$ cat src/rtl/branch_predictor_if.sv
// Fetch/resolve port bundle for the branch predictor.
// The master side drives the fetch PC and the ID-stage resolution. The slave side returns the prediction and the statistics.
interface branch_predictor_if;
  logic [31:0] fetch_pc;
  logic        pred_taken;
  logic [31:0] pred_target;
  logic        upd_vld;
  logic [31:0] upd_pc;
  logic        upd_taken;
  logic [31:0] upd_tgt;
  logic        upd_pred_taken;
  logic [31:0] upd_pred_target;
  logic        mispredict;
  logic [31:0] branch_count;
  logic [31:0] miss_count;

  modport master (
    output fetch_pc, upd_vld, upd_pc, upd_taken, upd_tgt, upd_pred_taken, upd_pred_target,
    input  pred_taken, pred_target, mispredict, branch_count, miss_count
  );

  modport slave (
    input  fetch_pc, upd_vld, upd_pc, upd_taken, upd_tgt, upd_pred_taken, upd_pred_target,
    output pred_taken, pred_target, mispredict, branch_count, miss_count
  );
endinterface

$ cat src/rtl/branch_predictor.sv
// Direction predictor (2-bit saturating counters) plus tagged target buffer. The prediction is combinational with zero latency.
// Training commits on the clock edge and the mispredict output is a registered pulse. There is no backpressure: every update is accepted.
module branch_predictor #(
  parameter int IDX_BITS = 6,
  parameter int TAG_BITS = 8
) (
  input logic               clk,
  input logic               rst_n,
  branch_predictor_if.slave bp
);
  localparam int ENTRIES = 1 << IDX_BITS;

  typedef struct packed {
    logic                valid;
    logic [TAG_BITS-1:0] tag;
    logic [1:0]          ctr;
    logic [31:0]         target;
  } entry_t;

  localparam entry_t ENTRY_RST = '{valid: 1'b0, tag: '0, ctr: 2'b01, target: 32'h0};

  entry_t bht_q [ENTRIES];

  logic [IDX_BITS-1:0] fetch_idx, upd_idx;
  logic [TAG_BITS-1:0] fetch_tag, upd_tag;
  logic                fetch_hit, upd_hit, upd_miss;
  logic [1:0]          upd_ctr, ctr_inc, ctr_dec;
  logic                mispredict_q;
  logic [31:0]         branch_count_q, miss_count_q;

  assign fetch_idx = bp.fetch_pc[IDX_BITS+1:2];
  assign fetch_tag = bp.fetch_pc[IDX_BITS+TAG_BITS+1:IDX_BITS+2];
  assign upd_idx   = bp.upd_pc[IDX_BITS+1:2];
  assign upd_tag   = bp.upd_pc[IDX_BITS+TAG_BITS+1:IDX_BITS+2];

  // Reads see pre-edge contents; a same-cycle update is visible only after the edge.
  assign fetch_hit      = bht_q[fetch_idx].valid && (bht_q[fetch_idx].tag == fetch_tag);
  assign bp.pred_taken  = fetch_hit && bht_q[fetch_idx].ctr[1];
  assign bp.pred_target = bp.pred_taken ? bht_q[fetch_idx].target : 32'h0;

  assign upd_hit  = bht_q[upd_idx].valid && (bht_q[upd_idx].tag == upd_tag);
  assign upd_ctr  = bht_q[upd_idx].ctr;
  assign ctr_inc  = (upd_ctr == 2'b11) ? 2'b11 : upd_ctr + 2'd1;
  assign ctr_dec  = (upd_ctr == 2'b00) ? 2'b00 : upd_ctr - 2'd1;
  assign upd_miss = (bp.upd_taken != bp.upd_pred_taken) ||
                    (bp.upd_taken && bp.upd_pred_taken && (bp.upd_pred_target != bp.upd_tgt));

  always_ff @(posedge clk or negedge rst_n) begin
    if (!rst_n) begin
      for (int i = 0; i < ENTRIES; i++) bht_q[i] <= ENTRY_RST;
    end else if (bp.upd_vld) begin
      if (upd_hit) begin
        bht_q[upd_idx].ctr <= bp.upd_taken ? ctr_inc : ctr_dec;
        if (bp.upd_taken) bht_q[upd_idx].target <= bp.upd_tgt;
      end else if (bp.upd_taken) begin
        // Taken miss allocates, evicting whatever aliased into this index.
        bht_q[upd_idx] <= '{valid: 1'b1, tag: upd_tag, ctr: 2'b10, target: bp.upd_tgt};
      end
    end
  end

  always_ff @(posedge clk or negedge rst_n) begin
    if (!rst_n) begin
      mispredict_q   <= 1'b0;
      branch_count_q <= 32'h0;
      miss_count_q   <= 32'h0;
    end else begin
      mispredict_q <= bp.upd_vld && upd_miss;
      if (bp.upd_vld) begin
        branch_count_q <= branch_count_q + 32'd1;
        if (upd_miss) miss_count_q <= miss_count_q + 32'd1;
      end
    end
  end

  assign bp.mispredict   = mispredict_q;
  assign bp.branch_count = branch_count_q;
  assign bp.miss_count   = miss_count_q;

  logic unused_pc_bits;
  assign unused_pc_bits = &{1'b0, bp.fetch_pc[1:0], bp.fetch_pc[31:IDX_BITS+TAG_BITS+2],
                            bp.upd_pc[1:0], bp.upd_pc[31:IDX_BITS+TAG_BITS+2]};
endmodule

$ cat src/flat_wrapper.sv
// flat-port wrapper written by rule: the top's interface ports become plain ports
module branch_predictor_flat 
#(
  parameter int IDX_BITS = 6,
  parameter int TAG_BITS = 8
)
  (clk, rst_n, bp_fetch_pc, bp_upd_vld, bp_upd_pc, bp_upd_taken, bp_upd_tgt, bp_upd_pred_taken, bp_upd_pred_target, bp_pred_taken, bp_pred_target, bp_mispredict, bp_branch_count, bp_miss_count);
  branch_predictor_if bp_i ();
  input logic clk;
  input logic rst_n;
  input wire logic [$bits(bp_i.fetch_pc)-1:0] bp_fetch_pc;
  input wire logic [$bits(bp_i.upd_vld)-1:0] bp_upd_vld;
  input wire logic [$bits(bp_i.upd_pc)-1:0] bp_upd_pc;
  input wire logic [$bits(bp_i.upd_taken)-1:0] bp_upd_taken;
  input wire logic [$bits(bp_i.upd_tgt)-1:0] bp_upd_tgt;
  input wire logic [$bits(bp_i.upd_pred_taken)-1:0] bp_upd_pred_taken;
  input wire logic [$bits(bp_i.upd_pred_target)-1:0] bp_upd_pred_target;
  output wire logic [$bits(bp_i.pred_taken)-1:0] bp_pred_taken;
  output wire logic [$bits(bp_i.pred_target)-1:0] bp_pred_target;
  output wire logic [$bits(bp_i.mispredict)-1:0] bp_mispredict;
  output wire logic [$bits(bp_i.branch_count)-1:0] bp_branch_count;
  output wire logic [$bits(bp_i.miss_count)-1:0] bp_miss_count;
  assign bp_i.fetch_pc = bp_fetch_pc;
  assign bp_i.upd_vld = bp_upd_vld;
  assign bp_i.upd_pc = bp_upd_pc;
  assign bp_i.upd_taken = bp_upd_taken;
  assign bp_i.upd_tgt = bp_upd_tgt;
  assign bp_i.upd_pred_taken = bp_upd_pred_taken;
  assign bp_i.upd_pred_target = bp_upd_pred_target;
  assign bp_pred_taken = bp_i.pred_taken;
  assign bp_pred_target = bp_i.pred_target;
  assign bp_mispredict = bp_i.mispredict;
  assign bp_branch_count = bp_i.branch_count;
  assign bp_miss_count = bp_i.miss_count;
  branch_predictor #(.IDX_BITS(IDX_BITS), .TAG_BITS(TAG_BITS)) u_core (.clk(clk), .rst_n(rst_n), .bp(bp_i));
endmodule
$ cat config.mk
export PLATFORM = sky130hd
export DESIGN_NAME = branch_predictor_flat
export DESIGN_NICKNAME = d
export VERILOG_FILES = /design/src/rtl/branch_predictor_if.sv /design/src/rtl/branch_predictor.sv /design/src/flat_wrapper.sv
export SDC_FILE = /design/constraint.sdc
export NUM_CORES = 2
export LEC_CHECK = 0
export CAP_MARGIN = 40
export CORE_MARGIN = 5
export CORE_UTILIZATION = 55
export DETAILED_ROUTE_END_ITERATION = 10
export PLACE_DENSITY = 0.83
export SKIP_LAST_GASP = 1
export SLEW_MARGIN = 5
export SYNTH_ARGS = -nofsm -noshare
export SYNTH_HDL_FRONTEND = slang
export SYNTH_SLANG_ARGS = --single-unit
$ cat constraint.sdc
create_clock -name clk -period 6.35 [get_ports clk]
set_clock_uncertainty 0.05 [all_clocks]
set_input_delay 0.9525 -clock clk [delete_from_list [all_inputs] [get_ports clk]]
set_output_delay 0.9525 -clock clk [all_outputs]
set_load 0.02 [all_outputs]
Word level (Yosys, flattened, before mapping) --
Cells that the tools add are included.
Cells by class: reduce and logical (&&, ||, !) cells 12, equality and inequality tests 5, mux-type cells 22, bitwise gates (word level) 2, $add $sub $neg 4, magnitude comparators 3
Operators with widths (count):
- $bwmux W2752 | 3
- $mux W2752 | 3
- $demux W43 S6 | 3
- $bmux W43 S6 | 2
- $mux W43 | 5
- $add A32 B1 Y32 const B | 2
- $mux W32 | 2
- $mux W34 | 1
- $ne A32 B32 Y1 | 1
- $eq A8 B8 Y1 | 2
- $ge A7 B7 Y1 const B | 2
- $not A6 Y7 | 2
- $logic_and A1 B1 Y1 | 7
- $lt A7 B1 Y1 const B | 1
- $mux W2 | 3
- $reduce_and A2 Y1 | 2
- $add A2 B1 Y2 const B | 1
- $eq A2 B2 Y1 const B | 1
- $logic_not A2 Y1 | 1
- $reduce_bool A2 Y1 | 1
- $sub A2 B1 Y2 const B | 1
- $logic_or A1 B1 Y1 | 1
- $ne A1 B1 Y1 | 1
Storage, ports and cells: input bits 133, output and inout port bits 98, register bits after elaboration 2817

Logic depth before layout (Yosys ltp) --
depth in word-level cells 11, mapped depth 17, gate-level depth less buffers 9

Least setup slack after synthesis --
OpenSTA, ideal clock, no wires.
kind input -> output, start point input port bp_fetch_pc[2], end point output port bp_pred_target[11], slack 1.115 ns, data required time 5.347 ns, stages 10, buffers on the path 6, data arrival time 4.233 ns, cells stage by stage buf_4 -> buf_6 -> buf_6 -> buf_2 -> clkbuf_1 -> buf_1 -> mux4_2 -> mux4_2 -> mux4_2 -> and3_1
Between the ends: cells in the longest elaborated chain, start to end 8
RTL lines:
- from (decl) | RTL line flat_wrapper.sv:11 | input wire logic [$bits(bp_i.fetch_pc)-1:0] bp_fetch_pc;
- $not A6 Y7 (implied by the code) (*) | RTL line branch_predictor.sv:37, branch_predictor.sv:38, branch_predictor.sv:39
- $bmux W43 S6 (*) | RTL line branch_predictor.sv:37, branch_predictor.sv:38, branch_predictor.sv:39
- $mux W43 (implied by the code) (*) | RTL line branch_predictor.sv:37 | assign fetch_hit = bht_q[fetch_idx].valid && (bht_q[fetch_idx].tag == fetch_tag);
- $mux W43 (implied by the code) (*) | RTL line branch_predictor.sv:38 | assign bp.pred_taken = fetch_hit && bht_q[fetch_idx].ctr[1];
- $eq A8 B8 Y1 | RTL line branch_predictor.sv:37
- $logic_and A1 B1 Y1 | RTL line branch_predictor.sv:37
- $logic_and A1 B1 Y1 | RTL line branch_predictor.sv:38
- $mux W32 (*) | RTL line branch_predictor.sv:39 | assign bp.pred_target = bp.pred_taken ? bht_q[fetch_idx].target : 32'h0;
- to (decl) | RTL line flat_wrapper.sv:19 | output wire logic [$bits(bp_i.pred_target)-1:0] bp_pred_target;
Mark *: on every way between the ends. The rest lies on a longest branch, timed or not. The select of a mux whose other input is x is not followed.

Worst setup path in the final report --
start point input port bp_fetch_pc[2], end point output port bp_pred_taken
Between the ends: cells in the longest elaborated chain, start to end 7
RTL lines:
- $not A6 Y7 (implied by the code) (*) | RTL line branch_predictor.sv:37, branch_predictor.sv:38
- $bmux W43 S6 (*) | RTL line branch_predictor.sv:37, branch_predictor.sv:38
- $mux W43 (implied by the code) (*) | RTL line branch_predictor.sv:37
- $mux W43 (implied by the code) (*) | RTL line branch_predictor.sv:38
- $eq A8 B8 Y1 | RTL line branch_predictor.sv:37
- $logic_and A1 B1 Y1 | RTL line branch_predictor.sv:37
- $logic_and A1 B1 Y1 (*) | RTL line branch_predictor.sv:38
- to (decl) | RTL line flat_wrapper.sv:18 | output wire logic [$bits(bp_i.pred_taken)-1:0] bp_pred_taken;
Marked as above.

==> results by group <==
Power and ir drop
  – Leakage: roughly 70 nW
  – Cell area power density: around 290 mW/mm²
  – Worst IR drop on VDD: 279 µV

Place
  – HPWL after detailed placement: 237000 µm
  – Final GP Congestion: ~0.95
  – IO buf count: 194

Floorplanning
  – Top-Level Pins: 231
  – Die area: 0.254 mm²
  – Cell Rows: 181
  – Core Area: between 0.2 and 0.25 mm²
  – Die H: 504 µm
  – Initial Utilization: 55.2%
  – Die W: between 500 and 600 µm

Finish
  – P&R area growth vs syn: 13.9%
  – Multi-input gate area: 0.0604 mm²
  – Sequential cell area: 0.0706 mm²
  – NumNets Final: 8998
  – Fillers: 16300
  – Share of cells above drive strength 1: between 50% and 60%

CTS
  – Post-CTS Hold Fix Bufs: 0
  – Total CTS buffers: 307
  – Setup Fix Bufs, Post-CTS: 0
  – Reg clk slew, reported paths: 0.06 ns
  – H-tree depth: 5
  – CTS Buffer Depth: 4
  – CTS tree: built
  – Clock latency on the worst-skew pair: 0.96 ns
  – Root Buffer: clkbuf_16
  – CTS Sinks: between 2000 and 3000
  – Post-CTS Resized: 0

Yosys
  – List of most frequent post-synthesis cells: dfrtp_1, mux2_2, mux4_2, clkbuf_1, nand2_1
  – Post-synth EDFFs: 0
  – Area leader, netlist: dfrtp_1
  – Seq/Total Area, Yosys: 52.6%
  – Post-synthesis net count: 8887
  – Area fraction of the dominant cell type after synthesis: 51.4%
  – Top FF cell, synth: dfrtp_1
  – Distinct cells, synth: 62
  – Synth area leaders: dfrtp_1, mux2_2, mux4_2
  – Synth warn: 0
  – Post-Syn Area: ~0.13 mm²
  – FF+latch count, synth: 2817
  – Avg Cell Area, Syn: 15.3 µm²
  – Synth async-reset ratio: 100%
  – Mapped Cells: 8751
  – Count leader, synth: dfrtp_1

Worst setup path
  – Nature of the critical path endpoint: output pin
  – Worst-path maximum fanout: 24
  – R2R Setup Slk: 2.35 ns
  – Critical path data arrival time: 5.19 ns
  – CP Class: in -> out
  – CP required: ~5.4 ns
  – Startpoint types: input port

GRT
  – Number of global-route vias before repair: 90000
  – Largest net degree at the start of global routing: 189
  – GRT overflow: 0
  – First-pass GRT wire length: 601000 µm
  – Initial antenna violation count: 15
  – GRT Overall Usage: about a third

STA
  – RSZ-0062 raised after global routing: no
  – Fmax: between 0.15 and 0.2 GHz
  – Fin crit share: a little under 100%
  – Max-slew violations: 0
  – Final Hold Vio Count: 0
  – Setup TNS Final: 0 ns
  – Hold Slack: 0.0602 ns
  – Slew @ Worst Pin: between 1 and 1.5 ns
  – # setup viols final: 0
  – Slew headroom: 23.0%
  – Final min period: roughly 6.2 ns

Route
  – Vias per inst: about 6.9
  – WL per Instance: 32.9 µm
  – ANT nets after route: 0
  – Vias: 84400
  – DR iter-0 viols: 9773
  – WL final: about 400000 µm
  – # DRC: 0
  – Detailed-routing iteration count for the pre-antenna-repair pass: 8

Run
  – Total of max-cap violations: 0

Min path
  – Hold Crit Class: in -> async

Outcome
  – Outcome: complete, no violations
==> worst max-delay path, cell delays in order <==
cell and delay, ns:
buf_12 0.23, buf_12 0.25, mux4_2 0.55, mux4_2 0.49, mux4_2 0.49, xnor2_1 0.20, nand4_1 0.33, a2111oi_4 0.54
buf_12 0.27, buf_12 0.13, and2_1 0.11, clkdlybuf4s50_1 0.60
==> cells in the final DEF, fill, tap and decap left out, types with 63 or more instances in the layout <==
master           count
a22oi_1             73
buf_12             183
buf_4              269
clkbuf_16          315
clkdlybuf4s50_1    120
dfrtp_1           2753
dfstp_2             64
mux2_2            2526
mux2i_1            156
mux4_2             941
nand2_1            386
nand2b_1            66
nand3_1             63
nor2_1             125
nor2_4              64
o21ai_0            107
o22ai_1             86
==> cells by family (layout without fill, tap and decap cells) <==
kind of cell / Yosys count / after routing / synth area share, %
other: 0 / 8 / 0
DFF: 2817 / 2817 / 52.6
muxes: 3624 / 3624 / 38.2
and+or+nand+nor: 929 / 929 / 3.21
AOI/OAI and AO/OA: 428 / 428 / 2.46
buffers and inverters: 835 / 1165 / 2.70
adders and majority gates: 5 / 5 / 0.0439
xor gates and xnor gates: 113 / 113 / 0.738
==> report_power, final <==
group / internal [mW] / switching (mW)
registers: 19.4 / 0.970
logic: 2.53 / 2.33
clock network: 11.1 / 7.31
==> path summary, 6_finish.rpt <==
check,startpoint,endpoint,cells past startpoint
min reg2reg,u_core.bht_q[1089],u_core.bht_q[1089],2
max reg2reg,u_core.bht_q[2406],u_core.bht_q[1760],12
min,rst_n,u_core.bht_q[1226],1
min in group clk,bp_upd_tgt[14],u_core.bht_q[2035],2
max,bp_fetch_pc[2],bp_pred_taken,12
max in group asynchronous,rst_n,u_core.bht_q[1134],2
==> sequential cells by signal, summed over array words and instances, names as in the netlist <==
name                    flops
u_core.bht_q             2752
u_core.bp.miss_count       32
u_core.bp.branch_count     32
u_core.bp.mispredict        1
==> metal layers <==
layer	global-route usage [%]	wire, µm	vias up
li1	-	-	32900
met1	40.3	147000	44900
met2	48.0	186000	5105
met3	9.27	41900	1475
met4	20.1	30500	12
met5	0	77	-
==> area by class of cell <==
class / count / area share (%)
Sequential cell: 2817 / 46.2
Multi-Input combinational cell: 5099 / 39.6
Clock buffer: 419 / 5.77
Timing Repair Buffer: 627 / 4.77
Tap cell: 3202 / 2.62
Clock inverter: 109 / 1.00
Inverter: 10 / 0.0246
Antenna cell: 8 / 0.0131
==> metrics by stage <==
stage | util (%) | instance area [µm²] | power [mW] | std cells | worst slack (ns)
final | 62.8 | 153000 | 43.7 | 12300 | 0.154
after global routing | 62.8 | 153000 | 45.0 | 12300 | 0.0318
after CTS | 62.8 | 153000 | 43.8 | 12300 | 0.0209
after detailed placement | 58.5 | 142000 | 25.5 | 11800 | 0.0377
after global placement | 58.4 | 142000 | 25.1 | 11700 | 0.0439
after floorplan | - | 134000 | 23.6 | 8751 | 1.11
Note: power is estimated with default switching activity, not from simulation.
